--- config.mk ---
export PLATFORM = sky130hd
export DESIGN_NAME = fetch_queue_flat
export DESIGN_NICKNAME = d
export VERILOG_FILES = /design/src/rtl/fetch_queue_if.sv /design/src/rtl/fetch_queue.sv /design/src/flat_wrapper.sv
export SDC_FILE = /design/constraint.sdc
export NUM_CORES = 1
export LEC_CHECK = 0
export CAP_MARGIN = 20
export CORE_ASPECT_RATIO = 0.7
export CORE_MARGIN = 2
export CORE_UTILIZATION = 55
export DETAILED_ROUTE_END_ITERATION = 10
export GPL_TIMING_DRIVEN = 0
export PLACE_DENSITY_LB_ADDON = 0.2
export SYNTH_ARGS = -nofsm -noshare
export SYNTH_HDL_FRONTEND = slang
export SYNTH_SLANG_ARGS = --single-unit
export TNS_END_PERCENT = 5
--- constraint.sdc ---
create_clock -name clk -period 14.3 [get_ports clk]
set_clock_uncertainty 0.1 [all_clocks]
set_input_delay 2.86 -clock clk [delete_from_list [all_inputs] [get_ports clk]]
set_output_delay 2.86 -clock clk [all_outputs]
set_load 0.01 [all_outputs]
--- src/rtl/fetch_queue_if.sv ---
// Fetch-unit bus bundle: instruction-memory request/response channel plus the
// decode-side queue head and redirect inputs.
interface fetch_queue_if #(
    parameter int unsigned XLEN = 32
);
    logic            imem_req;
    logic [XLEN-1:0] imem_addr;
    logic            imem_ready;
    logic            imem_rvalid;
    logic [XLEN-1:0] imem_rdata;
    logic            redirect;
    logic [XLEN-1:0] redirect_pc;
    logic            inst_valid;
    logic            inst_ready;
    logic [XLEN-1:0] inst;
    logic [XLEN-1:0] inst_pc;
    logic            empty;
    logic            full;

    modport master (
        output imem_req, imem_addr, inst_valid, inst, inst_pc, empty, full,
        input  imem_ready, imem_rvalid, imem_rdata, redirect, redirect_pc, inst_ready
    );

    modport slave (
        input  imem_req, imem_addr, inst_valid, inst, inst_pc, empty, full,
        output imem_ready, imem_rvalid, imem_rdata, redirect, redirect_pc, inst_ready
    );
endinterface

--- src/rtl/fetch_queue.sv ---
// Instruction-fetch unit: owns the PC, keeps one imem request in flight and
// buffers returned words with their PCs in a DEPTH-entry FIFO for decode.
module fetch_queue #(
    parameter int unsigned     XLEN     = 32,
    parameter int unsigned     DEPTH    = 4,
    parameter logic [XLEN-1:0] RESET_PC = '0
) (
    input  logic          clk,
    input  logic          reset,
    fetch_queue_if.master bus
);
    localparam int unsigned      PTR_W    = (DEPTH > 1) ? $clog2(DEPTH) : 1;
    localparam int unsigned      CNT_W    = PTR_W + 1;
    localparam logic [CNT_W-1:0] CNT_FULL = CNT_W'(DEPTH);

    logic [XLEN-1:0]  pc_q, pc_d;
    logic [XLEN-1:0]  fetch_pc_q, fetch_pc_d;
    logic [PTR_W-1:0] rd_ptr_q, rd_ptr_d;
    logic [PTR_W-1:0] wr_ptr_q, wr_ptr_d;
    logic [CNT_W-1:0] count_q, count_d;
    logic             outstanding_q, outstanding_d;
    logic             drop_q, drop_d;
    logic [XLEN-1:0]  inst_mem_q [DEPTH];
    logic [XLEN-1:0]  inst_mem_d [DEPTH];
    logic [XLEN-1:0]  pc_mem_q   [DEPTH];
    logic [XLEN-1:0]  pc_mem_d   [DEPTH];

    logic req_c;
    logic accept_c;
    logic resp_c;
    logic write_c;
    logic consume_c;

    // Requests only go out when a slot is guaranteed free for the response.
    assign req_c     = !reset && !outstanding_q && !bus.redirect && (count_q < CNT_FULL);
    assign accept_c  = req_c && bus.imem_ready;
    assign resp_c    = bus.imem_rvalid && outstanding_q;
    assign write_c   = resp_c && !drop_q && !bus.redirect;
    assign consume_c = (count_q != '0) && bus.inst_ready && !bus.redirect;

    always_comb begin
        pc_d          = pc_q;
        fetch_pc_d    = fetch_pc_q;
        rd_ptr_d      = rd_ptr_q;
        wr_ptr_d      = wr_ptr_q;
        count_d       = count_q;
        outstanding_d = outstanding_q;
        drop_d        = drop_q;
        inst_mem_d    = inst_mem_q;
        pc_mem_d      = pc_mem_q;

        if (resp_c) begin
            outstanding_d = 1'b0;
            drop_d        = 1'b0;
        end

        if (accept_c) begin
            pc_d          = pc_q + XLEN'(4);
            fetch_pc_d    = pc_q;
            outstanding_d = 1'b1;
        end

        if (write_c) begin
            inst_mem_d[wr_ptr_q] = bus.imem_rdata;
            pc_mem_d[wr_ptr_q]   = fetch_pc_q;
            wr_ptr_d             = wr_ptr_q + PTR_W'(1);
        end

        if (consume_c) begin
            rd_ptr_d = rd_ptr_q + PTR_W'(1);
        end

        count_d = count_q + CNT_W'(write_c) - CNT_W'(consume_c);

        // Redirect empties the queue; a still-pending response must be thrown away.
        if (bus.redirect) begin
            pc_d     = bus.redirect_pc & ~XLEN'(3);
            count_d  = '0;
            rd_ptr_d = wr_ptr_q;
            drop_d   = outstanding_q && !resp_c;
        end
    end

    always_ff @(posedge clk or posedge reset) begin
        if (reset) begin
            pc_q          <= RESET_PC;
            fetch_pc_q    <= '0;
            rd_ptr_q      <= '0;
            wr_ptr_q      <= '0;
            count_q       <= '0;
            outstanding_q <= 1'b0;
            drop_q        <= 1'b0;
            inst_mem_q    <= '{default: '0};
            pc_mem_q      <= '{default: '0};
        end else begin
            pc_q          <= pc_d;
            fetch_pc_q    <= fetch_pc_d;
            rd_ptr_q      <= rd_ptr_d;
            wr_ptr_q      <= wr_ptr_d;
            count_q       <= count_d;
            outstanding_q <= outstanding_d;
            drop_q        <= drop_d;
            inst_mem_q    <= inst_mem_d;
            pc_mem_q      <= pc_mem_d;
        end
    end

    assign bus.imem_req   = req_c;
    assign bus.imem_addr  = pc_q;
    assign bus.inst_valid = (count_q != '0);
    assign bus.inst       = inst_mem_q[rd_ptr_q];
    assign bus.inst_pc    = pc_mem_q[rd_ptr_q];
    assign bus.empty      = (count_q == '0);
    assign bus.full       = (count_q == CNT_FULL);
endmodule

--- src/flat_wrapper.sv ---
// flat-port wrapper written by rule: the top's interface ports become plain ports
module fetch_queue_flat 
#(
    parameter int unsigned     XLEN     = 32,
    parameter int unsigned     DEPTH    = 4,
    parameter logic [XLEN-1:0] RESET_PC = '0
)
  (clk, reset, bus_imem_req, bus_imem_addr, bus_inst_valid, bus_inst, bus_inst_pc, bus_empty, bus_full, bus_imem_ready, bus_imem_rvalid, bus_imem_rdata, bus_redirect, bus_redirect_pc, bus_inst_ready);
  fetch_queue_if #(.XLEN(XLEN)) bus_i ();
  input  logic clk;
  input  logic reset;
  output wire logic [$bits(bus_i.imem_req)-1:0] bus_imem_req;
  output wire logic [$bits(bus_i.imem_addr)-1:0] bus_imem_addr;
  output wire logic [$bits(bus_i.inst_valid)-1:0] bus_inst_valid;
  output wire logic [$bits(bus_i.inst)-1:0] bus_inst;
  output wire logic [$bits(bus_i.inst_pc)-1:0] bus_inst_pc;
  output wire logic [$bits(bus_i.empty)-1:0] bus_empty;
  output wire logic [$bits(bus_i.full)-1:0] bus_full;
  input wire logic [$bits(bus_i.imem_ready)-1:0] bus_imem_ready;
  input wire logic [$bits(bus_i.imem_rvalid)-1:0] bus_imem_rvalid;
  input wire logic [$bits(bus_i.imem_rdata)-1:0] bus_imem_rdata;
  input wire logic [$bits(bus_i.redirect)-1:0] bus_redirect;
  input wire logic [$bits(bus_i.redirect_pc)-1:0] bus_redirect_pc;
  input wire logic [$bits(bus_i.inst_ready)-1:0] bus_inst_ready;
  assign bus_imem_req = bus_i.imem_req;
  assign bus_imem_addr = bus_i.imem_addr;
  assign bus_inst_valid = bus_i.inst_valid;
  assign bus_inst = bus_i.inst;
  assign bus_inst_pc = bus_i.inst_pc;
  assign bus_empty = bus_i.empty;
  assign bus_full = bus_i.full;
  assign bus_i.imem_ready = bus_imem_ready;
  assign bus_i.imem_rvalid = bus_imem_rvalid;
  assign bus_i.imem_rdata = bus_imem_rdata;
  assign bus_i.redirect = bus_redirect;
  assign bus_i.redirect_pc = bus_redirect_pc;
  assign bus_i.inst_ready = bus_inst_ready;
  fetch_queue #(.XLEN(XLEN), .DEPTH(DEPTH), .RESET_PC(RESET_PC)) u_core (.clk(clk), .reset(reset), .bus(bus_i));
endmodule
==> results of run 1 <==
-- cell families after synthesis --
group,count (synthesis)
AND/OR/NAND/NOR,206
multiplexers,314
other,1
XOR/XNOR,9
adder cells (fa/ha/maj),8
flip-flops,317
buffers and inverters,73
AO/OA/AOI/OAI,56
-- cells in the mapped netlist (8+ instances only) --
cell type,n
sky130_fd_sc_hd__buf_1,9
sky130_fd_sc_hd__nand2_1,126
sky130_fd_sc_hd__inv_1,14
sky130_fd_sc_hd__buf_2,11
sky130_fd_sc_hd__nand3_1,20
sky130_fd_sc_hd__nor2_1,12
sky130_fd_sc_hd__o311ai_0,9
sky130_fd_sc_hd__buf_4,8
sky130_fd_sc_hd__nand4_1,8
sky130_fd_sc_hd__o21ai_0,16
sky130_fd_sc_hd__mux4_2,62
sky130_fd_sc_hd__mux2_2,248
sky130_fd_sc_hd__clkbuf_1,31
sky130_fd_sc_hd__dfrtp_1,317
-- metal layers --
| layer | vias up | part of all wire [%] | wire length (um) | track usage (%) |
|---|---|---|---|---|
| met4 | 0 | 2.1 | 704 | 6.32 |
| met2 | 277 | 45 | 15000 | 38.8 |
| met3 | 51 | 6.6 | 2180 | 5.36 |
| li1 | 3991 | - | - | - |
| met1 | 4690 | 46 | 15300 | 37.9 |
| met5 | - | 0 | 0 | 0 |
-- layout by cell type, fill, tap and decap left out, drive strengths merged, types with 4 or more instances in the layout --
cell type	n
o21ai	18
clkdlybuf4s50	162
buf	30
ha	7
nand3	20
clkinv	6
a22oi	5
o211ai	4
nor3	8
mux2	248
xnor2	6
conb	4
nand2	126
o311ai	9
nor2	12
dfrtp	317
nor4	4
mux4	62
nand4	10
inv	14
and3	5
mux2i	4
a221o	6
a21oi	4
clkbuf	73
or4	5
-- final cells by class --
cell class / instances / area (sq um) / share of cell area (%)
plain buffers: 59 / 265 / 1.54
flip-flops and latches: 317 / 7930 / 46.2
inverters: 14 / 60.1 / 0.350
repair buffers: 164 / 1680 / 9.76
well taps: 325 / 407 / 2.37
multi-input cells: 597 / 5830 / 34.0
clock inverters: 9 / 120 / 0.700
clock buffers: 42 / 877 / 5.11
-- sequential cells by signal (all words and copies together), names as in the netlist --
name / flops
u_core.bus.imem_addr: 30
u_core.count_q: 3
u_core.drop_q: 1
u_core.fetch_pc_q: 30
u_core.inst_mem_q: 128
u_core.outstanding_q: 1
u_core.pc_mem_q: 120
u_core.rd_ptr_q: 2
u_core.wr_ptr_q: 2
-- metrics by stage --
step | power [W] | utilization (%) | instance area, sq um | hold WS [ns] | setup WS (ns)
after CTS | 0.00349 | 69.1 | 17200 | 0.401 | 6.96
after global routing | 0.00365 | 69.1 | 17200 | 0.408 | 6.89
after floorplan | 0.00216 | - | 14100 | 0.374 | 2.57
final | 0.00347 | 69.1 | 17200 | 0.401 | 6.96
after global placement | 0.00262 | 64.8 | 16100 | 0.382 | -1.28
after detailed placement | 0.00267 | 65.1 | 16200 | 0.387 | 6.97
-- worst max-delay path, cell delays in order --
cell	delay, ns
sky130_fd_sc_hd__clkdlybuf4s50_1	0.56
sky130_fd_sc_hd__nor4_4	0.35
sky130_fd_sc_hd__clkdlybuf4s50_1	0.61
-- power groups by stage --
stage                     Combinational (W)  Clock (W)  Sequential [W]
final                               0.00117   0.000811         0.00148
after floorplan                    0.000748          0         0.00141
after CTS                           0.00119   0.000827         0.00148
after global placement              0.00115          0         0.00147
after global routing                0.00126   0.000862         0.00153
after detailed placement            0.00118          0         0.00149
-- final timing paths --
check,endpoint,slack [ns],from,cells past startpoint
worst min register to register,u_core.inst_mem_q[46],0.40,u_core.inst_mem_q[46],1
worst max register to register,u_core.count_q[2],11.66,u_core.count_q[2],11
worst max-delay path,bus_imem_req,6.96,reset,3
min in group asynchronous,u_core.drop_q,2.75,reset,2
max in group asynchronous,u_core.pc_mem_q[58],10.33,reset,3
worst min-delay path,u_core.inst_mem_q[46],0.40,u_core.inst_mem_q[46],1
==> results by stage, run 1 <==
Global routing:
- For this run the aggregate overflow at the end of global routing stands at 0.
- The via count of the first global-routing pass was 9405.
- The initial antenna violation count was 0.
- Entering global routing, the biggest net connects 128 pins.
- The first-pass GRT wire length is 52.9 mm.
- For this run, the total global-route usage over all layers was measured as 25.5%.

Clocking:
- The maximum level of the CTS H-tree is 1.
- The cell sitting at the root of the clock tree is a sky130_fd_sc_hd__clkbuf_16.
- Counting the buffers created by CTS gives 30.
- The number of gates resized after CTS was 0.
- The clock net sink count is 317.
- TritonCTS built the clock tree.
- After clock tree synthesis, the setup repair step added 0 buffers.
- After clock tree synthesis, the clock-pin slew on the worst setup and hold paths is 0.06 ns.
- Clock latency on the worst-skew pair, taken at its later pin, is 0.55 ns.
- The count of hold-fix buffers inserted at cts is 0.
- Counting along the longest clock path gives a buffer depth of 3.

Status:
- The flow ran to the end, and the final reports show no timing, DRC or antenna violations.

Floorplan:
- The floorplan die width is 195 um.
- The floorplan step defined a core boundary enclosing 24900 sq um.
- Once the floorplan was initialized, standard cells occupied 56.6% of the core.
- The die covers 26900 sq um.
- In this run the core area contains 48 standard-cell rows.
- The number of ports placed on the die boundary is 170.
- The floorplan step set the die height to 138 um.

Power:
- The share of power burned in combinational logic is 33.8%.
- The switching share of power is 29.4%.
- For this design the ratio of total power to cell area is 202 nW/um^2.
- Sequential cells account for 42.8% of the total power.
- The total leakage power is 8.01 nW.
- The cell internal power dissipation is 0.00245 W.
- The switching power total is 0.00102 W.
- The peak supply drop is 0.000108 V.
- The relative contribution of the clock network to total power is 23.4%.

Setup path:
- For the worst setup path, the data required time is 11.34 ns.
- STA classifies the critical path endpoint as an output port.
- The highest net fanout along the worst path is 4.
- The kind of critical path is primary input to output port.
- The launching element type of the critical path is a primary input.
- The arrival time of the worst setup path is 4.38 ns.

Routing:
- Once detail routing completed, the nets flagged for antenna violations numbered 0.
- The number of remaining DRC errors is 0.
- The routed design has 33.2 mm of wire.
- The via count normalized by instance count is 5.90.
- The total vias in the final route is 9009.
- The number of search-and-repair iterations in the first detailed-routing pass is 5.
- After the first detailed-routing iteration, the DRC count stood at 656.
- The per-cell routed wire length is 21.8 um.

Synthesis:
- The area share of the largest cell type after synthesis is 56.4%.
- Of the total synthesized cell area, the portion taken by full adders, half adders and majority gates is 0.765%.
- The area share of and/or/nand/nor cells after synthesis is 7.10%.
- The average size of a mapped cell is 14.3 sq um.
- The synthesized netlist devotes 2.86% of its cell area to compound gates.
- The gate count of the mapped netlist is 984.
- The largest total area in the synthesized netlist belongs to sky130_fd_sc_hd__dfrtp_1.
- For this run, asynchronously set or reset flops after synthesis account for 100%.
- After synthesis, the netlist uses 53 different library cells.
- The netlist area before placement is 14100 sq um.
- The total of warnings raised by yosys is 0.
- The post-synthesis sequential area ratio is 56.4%.
- The mux cell area share after synthesis is 30.1%.
- The synthesis-stage register bit count is 317.
- The leading register cell type out of synthesis is sky130_fd_sc_hd__dfrtp_1.
- Yosys attributes the largest share of cell area to sky130_fd_sc_hd__dfrtp_1, sky130_fd_sc_hd__mux2_2, sky130_fd_sc_hd__mux4_2.
- The dominant combinational cell family by area after synthesis is multiplexers.
- The post-synthesis xor/xnor area fraction is 0.560%.
- The number of enable flip-flop cells after synthesis is 0.

STA:
- Dividing the final minimum period by the clock period gives 51.3%.
- The final count of negative-setup-slack endpoints is 0.
- The number of hold violations in the final report is 0.
- The count of pins over their slew limit came to 0.
- Setup repair after global routing left no endpoint under its margin.
- The maximum achievable frequency is 0.136 GHz.
- The slew at the pin with the worst max-slew slack is 0.983 ns.
- Headroom to the max-slew limit came out at 33.9%.
- Adding up every negative setup slack in the final design gives 0 ns.
- The clock period minus final worst setup slack is 7.34 ns.

Placed design:
- During placement, the flow inserted port buffers numbering 162.
- Summed over all nets, the half-perimeter wirelength after detailed placement is 22.9 mm.
- The final estimated routing congestion in global placement is 0.933.
- The number of placed instances, taps included, is 1476.

Finish:
- The fraction of final layout cells with drive strength greater than 1 is 32.7%.
- From synthesis to final layout, the design area changed by 22.0%.
- The post-layout instance count excluding filler cells is 1527.
- The layout has 1790 filler cells.
- The number of diodes added for antenna fixing is 0.
- The net count of the finished layout is 1261.

Flow run:
- The max-capacitance violation count is 0.

Worst hold path:
- In this run the worst hold path is classified as flop to flop.
Power figures use the tool's default switching activity.
==> inputs of run 2 (changes only) <==
Clock period 14.3 ns to 7.6 ns, I/O delays scaled along.
==> run 2 against run 1 <==
- first-iteration DRC count is 16% higher
- non-clock buffer count is 6 higher
- sequential power is 89% higher
- cell count is 0.72% higher
==> results by stage, run 2 (same netlist as run 1, synthesis figures left out) <==
Status:
- Result of the run: completed (unchanged).

Setup path:
- The required time of the critical path was 5.98 ns (was 11.34 ns).
- The minimum setup slack among reg-to-reg paths was 4.99 ns (was 11.66 ns).
- The capture point of the worst reg-to-reg path is u_core.count_q[2] (unchanged).
- The kind of critical path was flop to output port (was primary input to output port).
- The launching element type of the critical path is a flop (was primary input).
- The highest net fanout along the worst path is 10 (was 4).
- The arrival time of the worst setup path is 3.36 ns (was 4.38 ns).
- The nature of the critical path endpoint is an output port (unchanged).
- The path depth of the worst reg2reg path is 11 (unchanged).
- The source of the worst register-to-register timing path is u_core.count_q[2] (unchanged).

Routing:
- The number of search-and-repair iterations in the first detailed-routing pass is 5 (unchanged).
- The number of remaining DRC errors is 0 (unchanged).
- The remaining antenna violation count was 0 (unchanged).
- The wire length reported by the detailed router is 33.6 mm (was 33.2 mm).
- The total routed wire length on the met1 layer came to 15.8 mm (was 15.3 mm).
- The length of routed met3 wiring came to 1.88 mm (was 2.18 mm).
- The routed length on met2 came to 15.4 mm (was 15.0 mm).
- The iteration-0 DRC count of the detailed router is 760 (was 656).
- The highest routing layer actually used is met4 (unchanged).
- The via count normalized by instance count is 5.92 (was 5.90).
- The total vias in the final route is 9104 (was 9009).
- The per-cell routed wire length is 21.8 um (about the same).

Floorplan:
- The core outline area is 24900 sq um (unchanged).
- The number of placement rows came to 48 (unchanged).
- The die outline area came to 26900 sq um (unchanged).
- The number of ports placed on the die boundary is 170 (unchanged).
- The floorplan die width is 195 um (unchanged).
- The die outline height came to 138 um (unchanged).
- The initial core utilization was 56.6% (unchanged).

Global routing:
- The first-pass GRT wire length is 52.3 mm (was 52.9 mm).
- The all-layer global routing usage was 25.2% (was 25.5%).
- The leftover overflow at the end of global routing is 0 (unchanged).
- The initial antenna violation count is 0 (unchanged).
- The via count of the first global-routing pass came to 9274 (was 9405).
- The largest net degree at the start of global routing is 43 (was 128).

Worst hold path:
- The endpoint with the worst hold slack is u_core.pc_mem_q[18] (was u_core.inst_mem_q[46]).
- The hold-critical path depth is 1 (unchanged).
- The worst min-delay path class is flop to flop (unchanged).
- The launch instance of the worst min-delay path was u_core.pc_mem_q[18] (was u_core.inst_mem_q[46]).

Clocking:
- The post-CTS resize count is 0 (unchanged).
- The number of buffers between clock root and the deepest sink is 3 (unchanged).
- The insertion delay to the later sink of the worst-skew pair is 0.56 ns (was 0.55 ns).
- The count of hold-fix buffers inserted at cts is 0 (unchanged).
- The clock-pin slew on the worst setup and hold paths is 0.06 ns (about the same).
- The count of buffers added by post-CTS timing repair for setup was 0 (unchanged).
- The clock net sink count is 317 (unchanged).
- The buffer type at the clock tree root is sky130_fd_sc_hd__clkbuf_16 (unchanged).
- The CTS buffer count is 30 (unchanged).
- The TritonCTS clock tree is yes (unchanged).
- The maximum level of the CTS H-tree is 1 (unchanged).

Finish:
- The final core utilization is 69.9% (was 69.1%).
- The fill cell instance count of the final layout came to 1745 (was 1790).
- The fraction of final layout cells with drive strength greater than 1 came to 33.6% (was 32.7%).
- The most common library cell in the layout ignoring fill and taps is sky130_fd_sc_hd__dfrtp_1 (unchanged).
- The register with the highest flop count is u_core.inst_mem_q (unchanged).
- The flip-flop count of the largest register, all copies and words added came to 128 (unchanged).
- The number of nets in the final layout came to 1267 (was 1261).
- The sequential cell area came to 7930 sq um (unchanged).
- The area occupied by multi-input gates is 5830 sq um (unchanged).
- The number of diodes added for antenna fixing is 0 (unchanged).
- Biggest registers after layout: u_core.inst_mem_q: 128 flops, u_core.pc_mem_q: 120 flops (unchanged).
- The relative area change from synthesis to final layout came to 23.5% (was 22.0%).
- Leading cell types in the layout, fill and taps excluded: sky130_fd_sc_hd__dfrtp_1, sky130_fd_sc_hd__mux2_2, sky130_fd_sc_hd__clkdlybuf4s50_1 (unchanged).

STA:
- The share of the clock period used by the worst path is 65.5%.
- The worst slew margin relative to its limit came to 29.0% (was 33.9%).
- The final count of negative-setup-slack endpoints was 0 (unchanged).
- The count of pins over their slew limit is 0 (unchanged).
- Setup repair after global routing missed its margin: false (unchanged).
- The hold slack is 0.400 ns (was 0.401 ns).
- The maximum achievable frequency is 0.201 GHz.
- The slew at the pin with the worst max-slew slack is 1.06 ns (was 0.983 ns).
- Counting I/O delays and the setup requirement, the final critical path takes 4.98 ns.
- The number of hold violations in the final report came to 0 (unchanged).

Power:
- The switching power total was 0.00196 W (was 0.00102 W).
- The ratio of total power to cell area is 383 nW/um^2 (was 202 nW/um^2).
- The total leakage power is 8.10 nW (was 8.01 nW).
- The cell internal power dissipation is 0.00470 W (was 0.00245 W).
- The switching share of power is 29.4% (about the same).
- The sequential power share is 41.9% (was 42.8%).
- The share of power burned in combinational logic is 33.3% (was 33.8%).
- The peak supply drop was 0.000229 V (was 0.000108 V).
- The relative contribution of the clock network to total power was 24.8% (was 23.4%).
- The overall power is 0.00665 W (was 0.00347 W).

Placed design:
- The number of port buffers is 162 (unchanged).
- The final estimated routing congestion in global placement was 0.869 (was 0.933).
- The total half-perimeter wirelength after legalization and detailed placement is 23.4 mm (was 22.9 mm).

Flow run:
- The max-capacitance violation count was 0 (unchanged).
[run 2: cell count changes in the layout (fill, tap and decap cells not counted)]
cell	change
sky130_fd_sc_hd__buf_12	+8
sky130_fd_sc_hd__clkbuf_1	-4
sky130_fd_sc_hd__clkinvlp_4	+3
sky130_fd_sc_hd__buf_16	-2
sky130_fd_sc_hd__bufinv_16	+2
sky130_fd_sc_hd__clkinv_4	+2
sky130_fd_sc_hd__clkbuf_8	+1
sky130_fd_sc_hd__clkinv_2	+1
[run 2: routing by layer]
layer / up-vias / GRT usage, %
li1: 4000 / -
met1: 4798 / 38.0
met3: 40 / 4.14
met5: - / 0
met2: 266 / 39.0
met4: 0 / 5.39
[run 2: worst max-delay path by stage]
stage	slack (ns)	depth (start not counted)	from	endpoint
after detailed placement	3.04	3	reset	bus_imem_req
after CTS	2.57	5	u_core.rd_ptr_q[1]	bus_inst_pc[13]
after global routing	2.49	5	u_core.rd_ptr_q[1]	bus_inst_pc[13]
after global placement	-0.49	2	reset	u_core.inst_mem_q[101]
after floorplan	1.76	1	reset	u_core.bus.imem_addr[10]
final	2.62	5	u_core.rd_ptr_q[1]	bus_inst_pc[13]
[run 2: critical path: stages (launching register included)]
cell                              delay, ns
sky130_fd_sc_hd__dfrtp_1               0.35
sky130_fd_sc_hd__buf_2                 0.32
sky130_fd_sc_hd__buf_2                 0.39
sky130_fd_sc_hd__buf_1                 0.73
sky130_fd_sc_hd__mux4_2                0.49
sky130_fd_sc_hd__clkdlybuf4s50_1       0.53
[run 2: cell type report]
type | count | share of cell area [%]
sequential | 317 | 45.6
multi-input combinational | 597 | 33.6
timing repair buffer | 170 | 10.3
clock buffer | 39 | 5.04
tap | 325 | 2.34
buffer | 59 | 1.53
clock inverter | 17 | 1.32
inverter | 14 | 0.324
[run 2: through the flow]
step / setup TNS, ns / worst slack (ns) / cells / instance area, sq um
3_5_place_dp: 0 / 3.04 / 1482 / 16300
5_1_grt: 0 / 2.49 / 1538 / 17400
4_1_cts: 0 / 2.57 / 1538 / 17400
2_1_floorplan: 0 / 1.76 / 987 / 14100
3_3_place_gp: -146.94 / -0.489 / 1474 / 16100
6_report: 0 / 2.62 / 1538 / 17400
[run 2: power by group through the flow]
stage               clock network (W)  registers [W]  logic, W
finish                        0.00165        0.00279   0.00222
global route                  0.00175        0.00287   0.00237
CTS                           0.00167        0.00277   0.00225
detailed placement                  0        0.00280   0.00224
floorplan                           0        0.00266   0.00141
global placement                    0        0.00277   0.00217
==> inputs of run 3 (changes only) <==
Clock period 7.6 ns to 4.6 ns, I/O delays scaled along.
==> results of run 3 <==
Same layout as run 2 (identical final DEF). Status: completed.
Main changes from that run: setup slack after placement 3.04 ns -> 0.762 ns; setup slack after layout 2.62 ns -> 0.218 ns; register-to-register setup slack 4.99 ns -> 1.99 ns; total power 0.00665 W -> 0.0110 W; worst IR drop on VDD 0.000229 V -> 0.000379 V
